`config.mk`:
```
export PLATFORM = sky130hd
export DESIGN_NAME = regfile_wb_arbiter_flat
export DESIGN_NICKNAME = d
export VERILOG_FILES = /design/src/rtl/regfile_wb_arbiter_if.sv /design/src/rtl/regfile_wb_arbiter.sv /design/src/flat_wrapper.sv
export SDC_FILE = /design/constraint.sdc
export NUM_CORES = 1
export LEC_CHECK = 0
export ABC_CLOCK_PERIOD_IN_PS = 2300
export BUFFER_PORTS_ARGS = -buffer_cell sky130_fd_sc_hd__clkbuf_2
export CAP_MARGIN = 20
export CORE_MARGIN = 1
export CORE_UTILIZATION = 44
export DETAILED_ROUTE_END_ITERATION = 8
export GPL_TIMING_DRIVEN = 0
export PLACE_DENSITY = 0.77
export SYNTH_ARGS = -nofsm -noshare
export SYNTH_HDL_FRONTEND = slang
export SYNTH_SLANG_ARGS = --single-unit
```
`constraint.sdc`:
```
create_clock -name clk -period 2.3 [get_ports clk]
set_input_delay 0.23 -clock clk [delete_from_list [all_inputs] [get_ports clk]]
set_output_delay 0.23 -clock clk [all_outputs]
set_load 0.05 [all_outputs]
```
`src/rtl/regfile_wb_arbiter_if.sv`:
```
// rtl/regfile_wb_arbiter_if.sv - write-back request bus shared by the requesters and the arbiter
// Per-requester valid/ready handshake with packed address and data lanes;
// requester i occupies [i*ADDR_W +: ADDR_W] and [i*DATA_W +: DATA_W].
interface regfile_wb_arbiter_if #(
  parameter int NUM_REQ = 3,
  parameter int DATA_W  = 8,
  parameter int ADDR_W  = 4
);

  logic [NUM_REQ-1:0]        req_valid;
  logic [NUM_REQ-1:0]        req_ready;
  logic [NUM_REQ*ADDR_W-1:0] req_addr;
  logic [NUM_REQ*DATA_W-1:0] req_data;

  // Write-back sources: present requests, observe the grant.
  modport master (
    output req_valid,
    output req_addr,
    output req_data,
    input  req_ready
  );

  // Arbiter: observes requests, issues the one-hot grant.
  modport slave (
    input  req_valid,
    input  req_addr,
    input  req_data,
    output req_ready
  );

endinterface

```
`src/rtl/regfile_wb_arbiter.sv`:
```
// rtl/regfile_wb_arbiter.sv - round-robin arbiter for the register-file write port with busy scoreboard
// NUM_REQ write-back sources compete for one registered write port. The
// winner is the first valid requester scanning from rr_ptr upward (wrapping).
// Writes to addresses >= NUM_GPR are accepted but dropped and flagged.
// A per-GPR busy bit is set by issue and cleared when the write registers;
// when both hit the same register on one edge the set wins, because it
// represents a newer producer still in flight.
module regfile_wb_arbiter #(
  parameter int NUM_REQ = 3,
  parameter int DATA_W  = 8,
  parameter int ADDR_W  = 4,
  parameter int NUM_GPR = 13
) (
  input  logic                     clk,
  input  logic                     reset,
  input  logic                     en,
  regfile_wb_arbiter_if.slave      req_bus,
  input  logic                     sb_set_valid,
  input  logic [ADDR_W-1:0]        sb_set_addr,
  output logic [NUM_GPR-1:0]       sb_busy,
  output logic                     rf_write_enable,
  output logic [ADDR_W-1:0]        rf_write_addr,
  output logic [DATA_W-1:0]        rf_write_data,
  output logic                     ro_violation,
  output logic [((NUM_REQ > 1) ? $clog2(NUM_REQ) : 1)-1:0] ro_violation_id
);

  localparam int PTR_W = (NUM_REQ > 1) ? $clog2(NUM_REQ) : 1;

  logic [PTR_W-1:0]   rr_ptr;
  logic [PTR_W-1:0]   rr_ptr_next;
  logic [PTR_W-1:0]   win_idx;
  logic               win_found;
  logic [NUM_REQ-1:0] grant;
  logic               arb_active;
  logic               transfer;
  logic [ADDR_W-1:0]  win_addr;
  logic [DATA_W-1:0]  win_data;
  logic               win_writable;
  logic [NUM_GPR-1:0] busy_next;

  // Index k positions after base, wrapping at NUM_REQ.
  function automatic logic [PTR_W-1:0] rot_idx(input logic [PTR_W-1:0] base, input int k);
    int s;
    s = int'(base) + k;
    if (s >= NUM_REQ) s = s - NUM_REQ;
    return PTR_W'(s);
  endfunction

  // Addresses below NUM_GPR are architectural GPRs; the rest are read-only.
  function automatic logic is_writable(input logic [ADDR_W-1:0] a);
    return (32'(a) < NUM_GPR);
  endfunction

  // No grants while disabled or while reset is held.
  assign arb_active = en & ~reset;

  // Round-robin scan from rr_ptr; the first valid requester wins.
  always_comb begin
    win_found = 1'b0;
    win_idx   = '0;
    grant     = '0;
    for (int k = 0; k < NUM_REQ; k++) begin
      if (!win_found && req_bus.req_valid[rot_idx(rr_ptr, k)]) begin
        win_found = 1'b1;
        win_idx   = rot_idx(rr_ptr, k);
      end
    end
    if (arb_active && win_found) begin
      grant[win_idx] = 1'b1;
    end
  end

  assign req_bus.req_ready = grant;

  // The grant only ever lands on a valid requester, so a grant is a transfer.
  assign transfer = |grant;

  // Select the granted requester's address and data lanes.
  always_comb begin
    win_addr = '0;
    win_data = '0;
    for (int i = 0; i < NUM_REQ; i++) begin
      if (grant[i]) begin
        win_addr = req_bus.req_addr[i*ADDR_W +: ADDR_W];
        win_data = req_bus.req_data[i*DATA_W +: DATA_W];
      end
    end
  end

  assign win_writable = is_writable(win_addr);

  // Pointer moves to the slot after the winner so it has lowest priority next.
  always_comb begin
    rr_ptr_next = rr_ptr;
    if (transfer) begin
      if (win_idx == PTR_W'(NUM_REQ - 1)) rr_ptr_next = '0;
      else                                rr_ptr_next = win_idx + PTR_W'(1);
    end
  end

  // Round-robin pointer register; frozen whenever nothing transfers.
  always_ff @(posedge clk or posedge reset) begin
    if (reset) rr_ptr <= '0;
    else       rr_ptr <= rr_ptr_next;
  end

  // Registered write stage: one-cycle strobe, address/data hold between writes.
  always_ff @(posedge clk or posedge reset) begin
    if (reset) begin
      rf_write_enable <= 1'b0;
      rf_write_addr   <= '0;
      rf_write_data   <= '0;
    end else begin
      rf_write_enable <= transfer && win_writable;
      if (transfer && win_writable) begin
        rf_write_addr <= win_addr;
        rf_write_data <= win_data;
      end
    end
  end

  // Read-only target: pulse the violation flag and remember who caused it.
  always_ff @(posedge clk or posedge reset) begin
    if (reset) begin
      ro_violation    <= 1'b0;
      ro_violation_id <= '0;
    end else begin
      ro_violation <= transfer && !win_writable;
      if (transfer && !win_writable) begin
        ro_violation_id <= win_idx;
      end
    end
  end

  // Busy next-state: clear on a registered write, then apply issue so set wins.
  always_comb begin
    busy_next = sb_busy;
    for (int r = 0; r < NUM_GPR; r++) begin
      if (transfer && win_writable && win_addr == ADDR_W'(r)) begin
        busy_next[r] = 1'b0;
      end
    end
    for (int r = 0; r < NUM_GPR; r++) begin
      if (sb_set_valid && sb_set_addr == ADDR_W'(r)) begin
        busy_next[r] = 1'b1;
      end
    end
  end

  // Busy scoreboard register; issue is honoured whether or not arbitration is enabled.
  always_ff @(posedge clk or posedge reset) begin
    if (reset) sb_busy <= '0;
    else       sb_busy <= busy_next;
  end

endmodule

```
`src/flat_wrapper.sv`:
```
// flat-port wrapper written by rule: the top's interface ports become plain ports
module regfile_wb_arbiter_flat 
#(
  parameter int NUM_REQ = 3,
  parameter int DATA_W  = 8,
  parameter int ADDR_W  = 4,
  parameter int NUM_GPR = 13
)
  (clk, reset, en, sb_set_valid, sb_set_addr, sb_busy, rf_write_enable, rf_write_addr, rf_write_data, ro_violation, ro_violation_id, req_bus_req_valid, req_bus_req_addr, req_bus_req_data, req_bus_req_ready);
  regfile_wb_arbiter_if #(.NUM_REQ(NUM_REQ), .DATA_W(DATA_W), .ADDR_W(ADDR_W)) req_bus_i ();
  input  logic clk;
  input  logic reset;
  input  logic en;
  input  logic sb_set_valid;
  input  logic [ADDR_W-1:0] sb_set_addr;
  output logic [NUM_GPR-1:0] sb_busy;
  output logic rf_write_enable;
  output logic [ADDR_W-1:0] rf_write_addr;
  output logic [DATA_W-1:0] rf_write_data;
  output logic ro_violation;
  output logic [((NUM_REQ > 1) ? $clog2(NUM_REQ) : 1)-1:0] ro_violation_id;
  input wire logic [$bits(req_bus_i.req_valid)-1:0] req_bus_req_valid;
  input wire logic [$bits(req_bus_i.req_addr)-1:0] req_bus_req_addr;
  input wire logic [$bits(req_bus_i.req_data)-1:0] req_bus_req_data;
  output wire logic [$bits(req_bus_i.req_ready)-1:0] req_bus_req_ready;
  assign req_bus_i.req_valid = req_bus_req_valid;
  assign req_bus_i.req_addr = req_bus_req_addr;
  assign req_bus_i.req_data = req_bus_req_data;
  assign req_bus_req_ready = req_bus_i.req_ready;
  regfile_wb_arbiter #(.NUM_REQ(NUM_REQ), .DATA_W(DATA_W), .ADDR_W(ADDR_W), .NUM_GPR(NUM_GPR)) u_core (.clk(clk), .reset(reset), .en(en), .req_bus(req_bus_i), .sb_set_valid(sb_set_valid), .sb_set_addr(sb_set_addr), .sb_busy(sb_busy), .rf_write_enable(rf_write_enable), .rf_write_addr(rf_write_addr), .rf_write_data(rf_write_data), .ro_violation(ro_violation), .ro_violation_id(ro_violation_id));
endmodule
```
# Word level (Yosys, flattened, before mapping)
# Index checks and enable logic that the tools add are counted.
[totals] register_bits=31 latchBits=0 ramBits=0 mem_bits_ro=0 input_bits=47 output_inout_bits=32 word_cells=163 n_memories=0
[op_classes] add_sub_neg=6 n_mul=0 n_div=0 order_cmp=9 eq_ne=25 shift=0 mux=51 bitwise_logic=2 reduce_logical=51
[op_table] operator="== test 4 bit (second input constant)" count=10
[op_table] operator="two-way mux 1 bit" count=33
[op_table] operator="== test 4 x 3 -> 1 bit (second input constant)" count=8
[op_table] operator="logical AND 1 bit" count=32
[op_table] operator="nonzero test 2 bit" count=13
[op_table] operator="two-way mux 8 bit" count=3
[op_table] operator="== test 4 x 2 -> 1 bit (second input constant)" count=4
[op_table] operator="two-way mux 2 bit" count=7
[op_table] operator="less-than comparator 2 x 3 -> 1 bit (second input constant)" count=4
[op_table] operator="two-way mux 4 bit" count=3
[op_table] operator="== test 4 x 1 -> 1 bit (second input constant)" count=2
[op_table] operator="logical NOT 4 bit" count=2
[op_table] operator="binary-select mux 1 bit (select 2 bit)" count=3
[op_table] operator=">= comparator 3 x 2 -> 1 bit (second input constant)" count=2
[op_table] operator="less-than comparator 4 bit (second input constant)" count=1
[op_table] operator="subtractor 2 x 1 -> 2 bit (second input constant)" count=2
[op_table] operator="adder 2 x 1 -> 3 bit (second input constant)" count=1
[op_table] operator="adder 2 x 2 -> 3 bit (second input constant)" count=1
[op_table] operator="logical NOT 1 bit" count=3
[op_table] operator="two-way mux 3 bit" count=1
[op_table] operator="OR reduction 3 bit" count=1
[op_table] operator="adder 2 x 1 -> 2 bit (second input constant)" count=1
[op_table] operator="demux 1 bit (select 2 bit)" count=1
[op_table] operator="== test 2 bit (second input constant)" count=1
[op_table] operator="5 further kinds" count=5

# Depth between registers and ports, before layout
[depth] depth_word=24 depth_mapped=11 depth_no_buf=9

# Worst setup path after synthesis
# OpenSTA, ideal clock, no wires.
[synth_timing] kind="reg-to-reg" from="register u_core.rr_ptr[0]" to="register u_core.ro_violation_id[0] (netlist name)" setup_time_ns=0.125 arrival_ns=3.070 slack_ns=-0.895 stages_incl_launch_ff=11 n_path_buf=1 path_cell_list="dfrtp_1 -> inv_1 -> ha_1 -> a21bo_2 -> a32o_1 -> a211o_1 -> buf_2 -> nor2_1 -> a22o_1 -> and2b_1 -> mux2_2"
[synth_between] word_cells_on_any_way=41 cone_classes="add/sub (5); order compare (6); mux (21); reduce/logical (9)"
[synth_rtl] element="start: declaration" line="regfile_wb_arbiter.sv:30" text="logic [PTR_W-1:0] rr_ptr;"
[synth_rtl] element="start signal: assignment" line="regfile_wb_arbiter.sv:105" text="else rr_ptr <= rr_ptr_next;"
[synth_rtl] element="branches (longest 15 deep; another with adder 2 x 1 -> 3 bit)"
[synth_rtl] element="two-way mux 3 bit *" line="regfile_wb_arbiter.sv:69" text="if (arb_active && win_found) begin"
[synth_rtl] element="named net req_bus_req_ready[1]" line="flat_wrapper.sv:25" text="output wire logic [$bits(req_bus_i.req_ready)-1:0] req_bus_req_ready;"
[synth_rtl] element="two-way mux 4 bit (2 in a row)" line="regfile_wb_arbiter.sv:84" text="if (grant[i]) begin"
[synth_rtl] element="less-than comparator 4 bit" line="regfile_wb_arbiter.sv:52" text="return (32'(a) < NUM_GPR);"
[synth_rtl] element="logical NOT 1 bit" line="regfile_wb_arbiter.sv:130" text="if (transfer && !win_writable) begin"
[synth_rtl] element="logical AND 1 bit *" line="regfile_wb_arbiter.sv:130"
[synth_rtl] element="end signal: assignment" line="regfile_wb_arbiter.sv:131" text="ro_violation_id <= win_idx;"
[synth_rtl] element="end: declaration" line="regfile_wb_arbiter.sv:25" text="output logic [((NUM_REQ > 1) ? $clog2(NUM_REQ) : 1)-1:0] ro_violation_id"
# Mark *: on every way through the listed nets, which the timed path passes. The select of a mux whose other input is x is not followed.
# A chain may end at the register's enable or synchronous reset.

# Final worst setup path
[layout_timing] from="register u_core.rr_ptr[1]" to="register u_core.rf_write_data[0]"
[layout_between] elab_chain_len=21 word_cells_on_any_way=43 cone_classes="add/sub (5); order compare (6); mux (24); reduce/logical (8)"
[layout_rtl] element="branches (longest 15 deep; another with adder 2 x 1 -> 3 bit)"
[layout_rtl] element="two-way mux 3 bit *" line="regfile_wb_arbiter.sv:69"
[layout_rtl] element="two-way mux 4 bit (3 in a row)" line="regfile_wb_arbiter.sv:84"
[layout_rtl] element="less-than comparator 4 bit" line="regfile_wb_arbiter.sv:52"
[layout_rtl] element="logical AND 1 bit" line="regfile_wb_arbiter.sv:116" text="if (transfer && win_writable) begin"
[layout_rtl] element="end signal: assignment" line="regfile_wb_arbiter.sv:118" text="rf_write_data <= win_data;"
[layout_rtl] element="end: declaration" line="regfile_wb_arbiter.sv:23" text="output logic [DATA_W-1:0] rf_write_data,"
# Mark *: on every way between the ends. The select of a mux whose other input is x is not followed.

==> impl_metrics.env <==
export IMPL_seqPwrFrac=0.157
export IMPL_antenna_left=0
export IMPL_port_buffers=78
export IMPL_met2_wirelength_mm=4.630
export IMPL_reg2reg_slack_ns=-0.54
export IMPL_total_leakage_power_uw=0.001599
export IMPL_ys_warn_count=0
export IMPL_async_flop_share=1.000
export IMPL_finalSetupViolCount=33
export IMPL_clock_latency_ns=0.30
export IMPL_numCtsBuffers=5
export IMPL_crit_reg2reg_capture="u_core.rf_write_data[0]$_DFFE_PP0P_"
export IMPL_path_cells="buf_6, ha_4, nand2b_1, a32o_2, a211o_1, buf_6, buf_4, a311oi_4, buf_6, mux2_2"
export IMPL_placed_cells=338
export IMPL_synthToLayoutAreaGrowth_pct=78.38
export IMPL_synth_enable_flop_cells=0
export IMPL_clock_skew_ns=0.009621
export IMPL_slew_limit_headroom=0.6730
export IMPL_slowest_stage="dfrtp_2"
export IMPL_rsz0062_at_grt="yes"
export IMPL_reg2reg_depth=10
export IMPL_hold_slack_ns=0.1937
export IMPL_grt_use_total=0.3041
export IMPL_wl_mm=9.485
export IMPL_place_congestion=0.8375
export IMPL_maxUsedRoutingLayer="met4"
export IMPL_combPwrFrac=0.740
export IMPL_avgRoutedWirePerCell_um=24.64
export IMPL_avgSynthCellArea_um2=9.333
export IMPL_p_int_uw=3207
export IMPL_dieArea_mm2=0.004703
export IMPL_grt_pass1_wl_mm=10.07
export IMPL_rr_startpoint="u_core.rr_ptr[1]$_DFFE_PP0P_"
export IMPL_finalNonFillerCells=385
export IMPL_crit_type="register to register"
export IMPL_dr_wl_met3_um=969
export IMPL_hp_class="input port to register"
export IMPL_die_height_um=68.58
export IMPL_setup_ws_ns=-0.5399
export IMPL_cts_buffer_depth=2
export IMPL_timing_max_cap_violations=0
export IMPL_overflow=0
export IMPL_initial_utilization=0.4740
export IMPL_hold_path_end="u_core.sb_busy[8]$_DFFE_PP0P_"
export IMPL_synth_seq_area_share=0.3977
export IMPL_multi_input_area_mm2=0.001546
export IMPL_htreeDepth=2
export IMPL_cp_common_cell="buf_6"
export IMPL_drt_met1_wl_mm=3.258
export IMPL_synthFlopType="dfrtp_1"
export IMPL_drtIter0Drc=320
export IMPL_start_kind="register"
export IMPL_setup_tns_ns=-13.49
export IMPL_clk_pin_slew_ns=0.08
export IMPL_powerDensity_mw_per_mm2=1863
export IMPL_worstPathRequired_ns=2.48
export IMPL_ir_worst_vdd_mv=1.045
export IMPL_p_switching_uw=3276
export IMPL_cp_end_kind="register"
export IMPL_switching_share=0.5052
export IMPL_netlist_area_mm2=0.001951
export IMPL_num_vias=2495
export IMPL_root_buffer="clkbuf_8"
export IMPL_drive_gt1_frac=0.6239
export IMPL_cts_tree="yes"
export IMPL_drc=1
export IMPL_crit_arrival_ns=3.02
export IMPL_ys_ff_latch=31
export IMPL_hold_violations=0
export IMPL_fp_coreArea_mm2=0.004115
export IMPL_fin_nets=385
export IMPL_status="complete, but fails checks"
export IMPL_synth_fp_nets=260
export IMPL_grt_max_degree=23
export IMPL_clock_sinks=31
export IMPL_finalCritPeriodShare=1.235
export IMPL_crit_fanout=5
export IMPL_netlist_instances=209
export IMPL_first_pass_iters=9
export IMPL_yosysUniqueCellTypes=39
export IMPL_io_pins=79
export IMPL_fillerInstances=190
export IMPL_violations="design-rule violations, negative setup slack"
export IMPL_critPathMaxStageDelay_ns=0.47
export IMPL_hpwl_mm=4.164
export IMPL_grt_pass1_vias=1985
export IMPL_worstHoldStart="sb_set_addr[0]"
export IMPL_rows=23
export IMPL_antenna_cells=0
export IMPL_fmax_mhz=352.1
export IMPL_tightest_slew_ns=0.4900
export IMPL_viasPerCell=6.481
export IMPL_utilization=0.8455
export IMPL_period_needed_ns=2.840
export IMPL_antenna_found_initial=0
export IMPL_worstHoldPathCells=2
export IMPL_chipWidth_um=68.58
export IMPL_p_clk_frac=0.104
export IMPL_regArea_um2=778.2
export IMPL_finalMaxSlewViolations=0
export IMPL_power_uw=6483
-- flip-flops by register name (all words and copies together) (netlist names) --
| signal | flops |
|---|---|
| u_core.ro_violation | 1 |
| u_core.rr_ptr | 2 |
| u_core.sb_busy | 13 |
| u_core.rf_write_addr | 4 |
| u_core.rf_write_enable | 1 |
| u_core.rf_write_data | 8 |
| u_core.ro_violation_id | 2 |
-- synth_stat cells, types with 2 or more instances --
cell / count / share of area
mux2i_1: 8 / 0.041
nor3b_1: 2 / 0.0077
clkbuf_1: 4 / 0.0077
inv_1: 5 / 0.0096
mux2_2: 10 / 0.058
o21ai_0: 11 / 0.028
buf_2: 4 / 0.010
a211o_1: 2 / 0.0090
nand2_1: 24 / 0.046
a21oi_1: 12 / 0.031
nand2b_1: 9 / 0.029
o32a_1: 2 / 0.010
and2b_1: 2 / 0.0077
nor2_1: 20 / 0.038
o41ai_1: 10 / 0.045
nand3b_1: 3 / 0.012
o21a_1: 2 / 0.0077
a31oi_1: 8 / 0.026
nor3_1: 3 / 0.0077
a32o_1: 2 / 0.010
o31ai_1: 6 / 0.023
ha_1: 4 / 0.026
and2_1: 2 / 0.0064
nor2b_1: 2 / 0.0064
a21o_1: 6 / 0.023
and3_1: 3 / 0.0096
dfrtp_1: 31 / 0.40
-- worst max-delay path, delay by kind of cell, from the launching register on --
kind                     cells  cell delay, ns
flip-flops                   1            0.47
AND/OR/NAND/NOR              1            0.20
buffers and inverters        4            0.61
multiplexers                 1            0.34
AO/OA/AOI/OAI                3            0.92
adder cells (fa/ha/maj)      1            0.17
-- cells in the final DEF (no fill, tap or decap), types with 2 or more instances in the layout --
cell and count:
nand3b_1 3, buf_6 17, a21o_1 3, nor2_1 15, nor3_1 2, and3_4 2, buf_4 21, a31oi_1 8
nand2_1 23, o32a_1 2, buf_8 6, nor2_4 3, dfrtp_2 2, a21oi_1 4, bufinv_16 2, inv_1 3
a21oi_2 7, o31ai_2 2, o41ai_2 8, a32o_2 2, nor2_2 2, o21ai_1 9, and2_1 2, mux2_4 10
dfrtp_1 29, mux2i_4 4, o31ai_1 3, clkbuf_8 5, nand2b_1 9, ha_4 3, a21o_4 3, clkbuf_2 76
mux2i_2 4, buf_12 2
-- cell families after synthesis --
logic type | Yosys count | share of synthesized area
fa+ha+maj | 4 | 0.02566
mux | 19 | 0.1065
compound gates | 69 | 0.2585
flops | 31 | 0.3977
simple gates | 72 | 0.1783
buf+inv | 14 | 0.03335
-- power groups by stage --
stage,Clock (uW),Sequential (uW),Combinational [uW]
floorplan,0,1780,1480
global placement,0,964,2920
detailed placement,0,972,2970
CTS,660,982,3900
global route,696,1030,5010
finish,671,1020,4800
-- routing by layer --
metal  global-route usage  vias up
met3              0.06743       65
met2               0.5368      216
li1                     -     1032
met1               0.3484     1182
met5                    0        -
met4               0.1354        0
-- through the flow --
stage	worst slack, ns	area, um2
6_report	-0.5399	3480
5_1_grt	-0.6461	3480
4_1_cts	-0.2880	3176
3_5_place_dp	-0.5945	2517
3_3_place_gp	-0.5676	2490
2_1_floorplan	-0.2783	2037
-- worst max-delay path by stage --
stage                                 start                               endpoint  cells after the start  slack, ns
2_1_floorplan  u_core.rr_ptr[1]$_DFFE_PP0P_  u_core.ro_violation_id[0]$_DFFE_PP0P_                     10      -0.28
3_3_place_gp   u_core.rr_ptr[0]$_DFFE_PP0P_                   req_bus_req_ready[0]                      9      -0.57
3_5_place_dp   u_core.rr_ptr[0]$_DFFE_PP0P_                   req_bus_req_ready[0]                      9      -0.59
4_1_cts        u_core.rr_ptr[1]$_DFFE_PP0P_    u_core.rf_write_data[3]$_DFFE_PP0P_                      9      -0.29
5_1_grt        u_core.rr_ptr[0]$_DFFE_PP0P_    u_core.rf_write_data[0]$_DFFE_PP0P_                     11      -0.65
6_report       u_core.rr_ptr[1]$_DFFE_PP0P_    u_core.rf_write_data[0]$_DFFE_PP0P_                     10      -0.54
-- what timing repair did --
| item | CTS | global route |
|---|---|---|
| endpoints found under the setup margin | 34 | 32 |
| pin swaps | 25 | 16 |
| gates resized for setup | 86 | 38 |
| hold buffers | 1 | 0 |
| setup buffers | 19 | 19 |
| endpoints found under the hold margin | 9 | 0 |
| cloned | 0 | 0 |
-- final cells by class --
type / instances / area share
clock buffers: 5 / 0.01978
well taps: 50 / 0.01798
multi-input cells: 164 / 0.4444
inverters: 5 / 0.006113
repair buffers: 118 / 0.2409
flip-flops and latches: 31 / 0.2237
plain buffers: 9 / 0.02769
clock inverters: 3 / 0.01942
(Power assumes the default switching activity.)
